===== src/rtl/rf_mp.sv =====
// rf_mp: multi-read-port register file with post-reset clear sweep and pending-write scoreboard.
// Optional build macro RF_BYPASS_EN forwards same-cycle write data onto matching read ports.
module rf_mp #(
    parameter int DW       = 8,
    parameter int RFW      = 2,
    parameter int NR       = 2,
    parameter int ZERO_REG = 1
) (
    input  logic                  clk_i,
    input  logic                  rst_i,
    output logic                  ready_o,
    input  logic                  we_i,
    input  logic [RFW-1:0]        wr_address_i,
    input  logic [DW-1:0]         wr_data_i,
    input  logic                  rsv_valid_i,
    input  logic [RFW-1:0]        rsv_address_i,
    input  logic [NR*RFW-1:0]     rr_address_i,
    output logic [NR*DW-1:0]      rr_data_o,
    output logic [NR-1:0]         rr_pending_o,
    output logic [(2**RFW)-1:0]   pend_o
);

    localparam int DEPTH = 2**RFW;
    localparam logic [RFW-1:0] LAST_ADDR = RFW'(DEPTH - 1);

    // state    | meaning
    // CLEAR    | sweeping zeros into every entry, ports masked
    // READY    | normal read/write/reserve operation
    localparam logic [0:0] ST_CLEAR = 1'b0;
    localparam logic [0:0] ST_READY = 1'b1;

    logic [0:0]     state_q, state_d;
    logic [RFW-1:0] ctr_q, ctr_d;
    logic [DEPTH-1:0] pend_q, pend_d;
    logic [DW-1:0]  regs_q [DEPTH];

    logic           ready;
    logic           wr_ok;
    logic           rsv_ok;
    logic           mem_we;
    logic [RFW-1:0] mem_addr;
    logic [DW-1:0]  mem_data;

    function automatic logic is_zero_reg(input logic [RFW-1:0] a);
        return (ZERO_REG != 0) && (a == '0);
    endfunction

    assign ready  = (state_q == ST_READY);
    assign wr_ok  = ready && we_i && !is_zero_reg(wr_address_i);
    assign rsv_ok = ready && rsv_valid_i && !is_zero_reg(rsv_address_i);

    always_comb begin
        state_d = state_q;
        ctr_d   = ctr_q;
        case (state_q)
            ST_CLEAR: begin
                ctr_d = ctr_q + 1'b1;
                if (ctr_q == LAST_ADDR) begin
                    state_d = ST_READY;
                end
            end
            default: begin
                state_d = ST_READY;
            end
        endcase
    end

    // Reservation is applied after the write so a same-edge reserve wins.
    always_comb begin
        pend_d = pend_q;
        if (wr_ok) begin
            pend_d[wr_address_i] = 1'b0;
        end
        if (rsv_ok) begin
            pend_d[rsv_address_i] = 1'b1;
        end
    end

    always_ff @(posedge clk_i) begin
        if (rst_i) begin
            state_q <= ST_CLEAR;
            ctr_q   <= '0;
            pend_q  <= '0;
        end else begin
            state_q <= state_d;
            ctr_q   <= ctr_d;
            pend_q  <= pend_d;
        end
    end

    // Single storage write port shared by the clear sweep and normal writes.
    assign mem_we   = !ready || wr_ok;
    assign mem_addr = ready ? wr_address_i : ctr_q;
    assign mem_data = ready ? wr_data_i : '0;

    always_ff @(posedge clk_i) begin
        if (!rst_i && mem_we) begin
            regs_q[mem_addr] <= mem_data;
        end
    end

    for (genvar k = 0; k < NR; k++) begin : g_rd
        logic [RFW-1:0] rd_addr;
        logic [DW-1:0]  rd_data;
        logic           rd_pend;
        logic           hit;

        assign rd_addr = rr_address_i[k*RFW +: RFW];
`ifdef RF_BYPASS_EN
        assign hit = wr_ok && (rd_addr == wr_address_i);
`else
        assign hit = 1'b0;
`endif

        always_comb begin
            rd_data = '0;
            rd_pend = 1'b0;
            if (ready && !is_zero_reg(rd_addr)) begin
                if (hit) begin
                    rd_data = wr_data_i;
                    rd_pend = 1'b0;
                end else begin
                    rd_data = regs_q[rd_addr];
                    rd_pend = pend_q[rd_addr];
                end
            end
        end

        assign rr_data_o[k*DW +: DW] = rd_data;
        assign rr_pending_o[k]       = rd_pend;
    end

    assign ready_o = ready;
    assign pend_o  = ready ? pend_q : '0;

endmodule


===== config.mk =====
export PLATFORM = sky130hd
export DESIGN_NAME = rf_mp
export DESIGN_NICKNAME = d
export VERILOG_FILES = /design/src/rtl/rf_mp.sv
export SDC_FILE = /design/constraint.sdc
export NUM_CORES = 1
export LEC_CHECK = 0
export ABC_AREA = 1
export CAP_MARGIN = 10
export CORE_MARGIN = 10
export CORE_UTILIZATION = 45
export DETAILED_ROUTE_END_ITERATION = 12
export PLACE_DENSITY = 0.8
export SLEW_MARGIN = 10
export SYNTH_ARGS = -nofsm -noshare
export SYNTH_HDL_FRONTEND = slang
export SYNTH_SLANG_ARGS = --single-unit

===== constraint.sdc =====
create_clock -name clk_i -period 1.9 [get_ports clk_i]
set_clock_uncertainty 0.15 [all_clocks]
set_input_delay 0.38 -clock clk_i [delete_from_list [all_inputs] [get_ports clk_i]]
set_output_delay 0.38 -clock clk_i [all_outputs]
set_load 0.005 [all_outputs]

======== Yosys cells after proc, flatten, opt, wreduce, memory -nomap -nowiden ========
Memory sizes are Yosys's and may differ from the RTL's.
Cells that the tools add are included.
word-level totals
  memories kept ........................... 1
  memory bits (writable) .................. 32
  logic and storage cells ................. 56
  output and inout bits ................... 23
  register bits after elaboration ......... 7
operators by class
  reduce and logical (&&, ||, !) cells .... 20
  equal/unequal tests ..................... 1
  $lt $le $gt $ge ......................... 6
  multiplexer cells ....................... 21
  bitwise gates (word level) .............. 3
  add/sub/neg operators ................... 1
memory list
  name    depth  bits a word  read ports  clocked after Yosys merged registers in  write ports  RTL line  source
  regs_q  4      8            2           0                                        1            35        logic [DW-1:0] regs_q [DEPTH];
operator list
  kind                   number
  $mux W8                3
  $lt A2 B3 Y1 const B   4
  $mux W4                3
  $mux W1                10
  $logic_and A1 B1 Y1    9
  $logic_not A2 Y1       4
  $logic_not A1 Y1       6
  $and A4 B4 Y4          1
  $bmux W1 S2            2
  $demux W1 S2           2
  $ge A2 B1 Y1 const B   2
  $not A4 Y4             1
  $or A4 B4 Y4           1
  $add A2 B1 Y2 const B  1
  $eq A2 B2 Y1 const B   1
  $mux W2                1
  $logic_or A1 B1 Y1     1

======== Longest topological paths before layout ========
  depth after elaboration ................. 9
  mapped depth ............................ 7

======== Worst setup path before layout ========
OpenSTA, ideal clock, no wires.
  kind .................................... reg-to-reg
  start ................................... register state_q (netlist: ready_o)
  end ..................................... memory regs_q[0][0] (enable)
  arrival time ............................ 1.142 ns
  library setup time ...................... 0.370 ns
  required time ........................... 1.380 ns
  cell stages (with the launch flop) ...... 6
  path slack .............................. 0.238 ns
  period minus slack after synthesis ...... 1.662 ns
  cells stage by stage .................... dfxtp_1 > buf_4 > nand2_2 > o21ai_1 > nand2_1 > nor2_1
between the ends
  cells in the longest elaborated chain, start to end .. 6
ends and longest elaborated chain
  element                            RTL line  source
  start: declaration                 32        logic [0:0] state_q, state_d;
  start signal: assignment           85        state_q <= state_d;
  $logic_and A1 B1 Y1 (2 in series)  49        assign wr_ok = ready && we_i && !is_zero_reg(wr_address_i);
  $logic_or A1 B1 Y1                 92        assign mem_we = !ready || wr_ok;
  $logic_and A1 B1 Y1                97        if (!rst_i && mem_we) begin
  $mux W1                            97
  $mux W1 (not written as such)      98        regs_q[mem_addr] <= mem_data;
  end: declaration                   35
Parallel ways exist; a longest one is shown, timed or not.

======== Final worst setup path ========
  start ................................... register state_q (netlist: ready_o)
  end ..................................... output rr_data_o[10]
between the ends
  cells in the longest elaborated chain, start to end .. 2
ends and longest elaborated chain
  element              RTL line  source
  $logic_and A1 B1 Y1  118       if (ready && !is_zero_reg(rd_addr)) begin
  $mux W8              118
  end: declaration     18        output logic [NR*DW-1:0] rr_data_o,
Every way passes these cells.

==> summary.md <==
| Metric | Value |
|---|---|
| Status | finished, final reports clean |
| Hold-fix buffers, CTS | 0 |
| Die footprint | approximately 0.0083 mm2 |
| Setup violations, final | 0 |
| Required @ worst endpoint | between 1 and 1.5 ns |
| Max-cap violations | 0 |
| 1st-iter DRT viols | approximately 220 |
| Post-Synthesis Cells | between 200 and 300 |
| Post-Synthesis Cell Area | 0.00226 mm2 |
| Peak VDD IR | approximately 440 uV |
| Routed WL | 6190 um |
| Post-synth cell types | 23 |
| Via count | between 2k and 2.5k |
| FP Rows | 25 |
| Crit path launch type | flip-flop |
| Kind of critical path | reg2out |
| # fillers | between 400 and 500 |
| Final ANT Viol Nets | 0 |
| Crit end category | primary output |
| Commonest cells after routing, fill and taps aside | nand2_1, inv_1, nand3_1, edfxtp_1, buf_4 |
| Worst-path cell chain | buf_4 > o21ai_4 > buf_4 > buf_16 > a21oi_4 > buf_2 |
| Net Count, Synth | 311 |
| Initial Util | 47.3% |
| Core Util, Final | a little over three fifths |
| Die width | around 90 um |
| I/O pin cnt | 43 |
| Crit path max-delay family | buffers and inverters |
| DRC viols | 0 |
| Total congestion overflow | 0 |
| Clk_lat worst skew | slightly below 0.3 ns |
| Pwr Total | 2.10 mW |
| Global-route wire length before repair | between 9000 and 10000 um |
| Max-slew headroom | roughly 86% |
| Final worst path period share | a little over nine tenths |
| Syn avg cell area | between 7 and 8 um2 |
| Hold Crit Class | reg2reg |
| Placement Cell Area | approximately 0.0028 mm2 |
| Slew at the pin closest to its max-slew limit | ~0.20 ns |
| Finished layout cell area | 0.00299 mm2 |
| Port-buffer cells | 42 |
| Max incr delay on CP | between 0.3 and 0.4 ns |
| Clock transition time at the flip-flop clock pins of the worst setup and hold paths | around 0.08 ns |
| Fin crit period | between 1.5 and 2 ns |
| Setup TNS | 0 ns |
| Die height | roughly 91 um |
| Final Wtd Congestion | around 0.9 |
| Register area share after synthesis | 48.6% |
| Synthesized flop and latch total | 39 |
| Final hold violations | 0 |
| Largest net degree at the start of global routing | 28 |
| TritonCTS clock tree | built |
| Most common cell after layout, fill and taps aside | nand2_1 |
| RSZ-0062 raised after global routing | yes |
| Root buf cell | clkbuf_8 |
| Gr usage total | 14.6% |
| CP startpoint | ready_o |
| Routed vias/inst | about 5 |
| Initial antenna violation count | 0 |
| Hpwl dp | 4340 um |
| Top cell by count, worst path | buf_4 |
| Syn. warnings | 0 |
| Leak Pwr | around 1.5 nW |
| Share of layout cells above drive strength 1 | a little under a quarter |
| Number of diodes | 0 |
| H-tree Lvls | 2 |
| Max FO, Critical Path | 4 |
| CP max stage cell | dfxtp_4 |
| Layout area overhead | 32.3% |
| Per-cell routed wire length | 14.6 um |
| Worst reg-to-reg setup slack | 0.08 ns |
| Number of global-route vias before repair | approximately 2.1k |
| CTS sink cnt | 39 |
| Worst R2R Start | ready_o |
| Final max-slew violation count | 0 |
| Core Region | roughly 0.0048 mm2 |
| Max Freq | 0.536 GHz |
| Num CTS Buffers | 5 |
| Hold slack | ~0.34 ns |
| Post-layout nets | between 300 and 400 |
| Worst path bufs/invs | 4 |
| Worst EP arrival | 1.33 ns |
| Pwr Density | approximately 700 mW/mm2 |
| Worst hold start | pend_q[1] |
| Buffer levels on the longest clock path | 2 |
| Detailed Routing Iterations Pass 1 | 5 |
layer usage:
metal / track usage [%] / share of wire [%] / vias up
met3: 4.16 / 7.9 / 18
met1: 17.6 / 42 / 946
met2: 23.9 / 47 / 109
met4: 6.14 / 2.2 / 0
met5: 0 / 0 / -
li1: - / - / 1045
per-stage QoR:
step                      setup WS (ns)  instances
after floorplan                   0.238        290
after global routing            -0.0157        424
after global placement           -0.616        409
final                            0.0354        424
after detailed placement         -0.635        409
after CTS                        -0.117        422
worst reg2reg max path, cell delays in order, from the launching register on:
cell and delay [ns]:
dfxtp_4 0.37, buf_4 0.12, buf_12 0.16, nand2_2 0.08, o21ai_1 0.14, nand2_1 0.14, nor2_1 0.17, buf_4 0.20
timing repair:
action,CTS,global route
pin swaps,1,0
gates resized for setup,80,32
endpoints found under the setup margin,40,18
setup buffers,4,1
gates cloned,1,1
flip-flops by register name, summed over array words and instances (netlist names):
name and count:
ctr_q 2, ready_o 1, regs_q 32, pend_q 4
power by group:
part           leakage, nW  total, mW  internal [mW]  switching, mW
Sequential           0.362       1.04           1.01         0.0248
Clock               0.0402      0.547          0.255          0.292
Combinational         1.06      0.511          0.217          0.294
path summary, 6_finish.rpt:
kind | end | depth (start not counted)
max | rr_data_o[10] | 6
min | pend_q[1] | 2
min reg2reg | pend_q[1] | 2
max reg2reg | regs_q[3][2] | 7
synthesized netlist by cell type:
| cell type | instances | share of area (%) |
|---|---|---|
| o21ai_0 | 2 | 0.44 |
| or2_0 | 1 | 0.28 |
| nand3_2 | 2 | 0.88 |
| a21oi_1 | 20 | 4.4 |
| buf_8 | 1 | 0.66 |
| clkinv_1 | 2 | 0.33 |
| o21ai_1 | 2 | 0.44 |
| o21ai_4 | 1 | 0.72 |
| inv_2 | 3 | 0.50 |
| edfxtp_1 | 32 | 42 |
| dfxtp_1 | 7 | 6.2 |
| buf_6 | 6 | 3.0 |
| a21oi_2 | 2 | 0.77 |
| nor2_1 | 10 | 1.7 |
| nand2_1 | 94 | 16 |
| ha_1 | 1 | 0.55 |
| nand4_1 | 5 | 1.4 |
| inv_1 | 55 | 9.1 |
| buf_2 | 2 | 0.44 |
| buf_4 | 4 | 1.3 |
| nand3_1 | 34 | 7.5 |
| nand2_2 | 2 | 0.55 |
| o21ai_2 | 2 | 0.77 |
cells by family (layout without fill, tap and decap cells):
family          count (synthesis)  count (layout)  synth area share, %
flops                          39              39                 48.6
simple gates                  148             148                 27.9
buf+inv                        73             140                 15.4
fa+ha+maj                       1               1                0.553
compound gates                 29              29                 7.57
layout make-up:
class	instances	area (um2)	share of cell area (%)
Tap cell	67	83.8	2.80
Clock inverter	3	20.0	0.669
Inverter	60	234	7.81
Sequential cell	39	1100	36.9
Timing Repair Buffer	72	628	21.0
Clock buffer	5	68.8	2.30
Multi-Input combinational cell	178	855	28.5
Note: power is estimated with default switching activity, not from simulation.
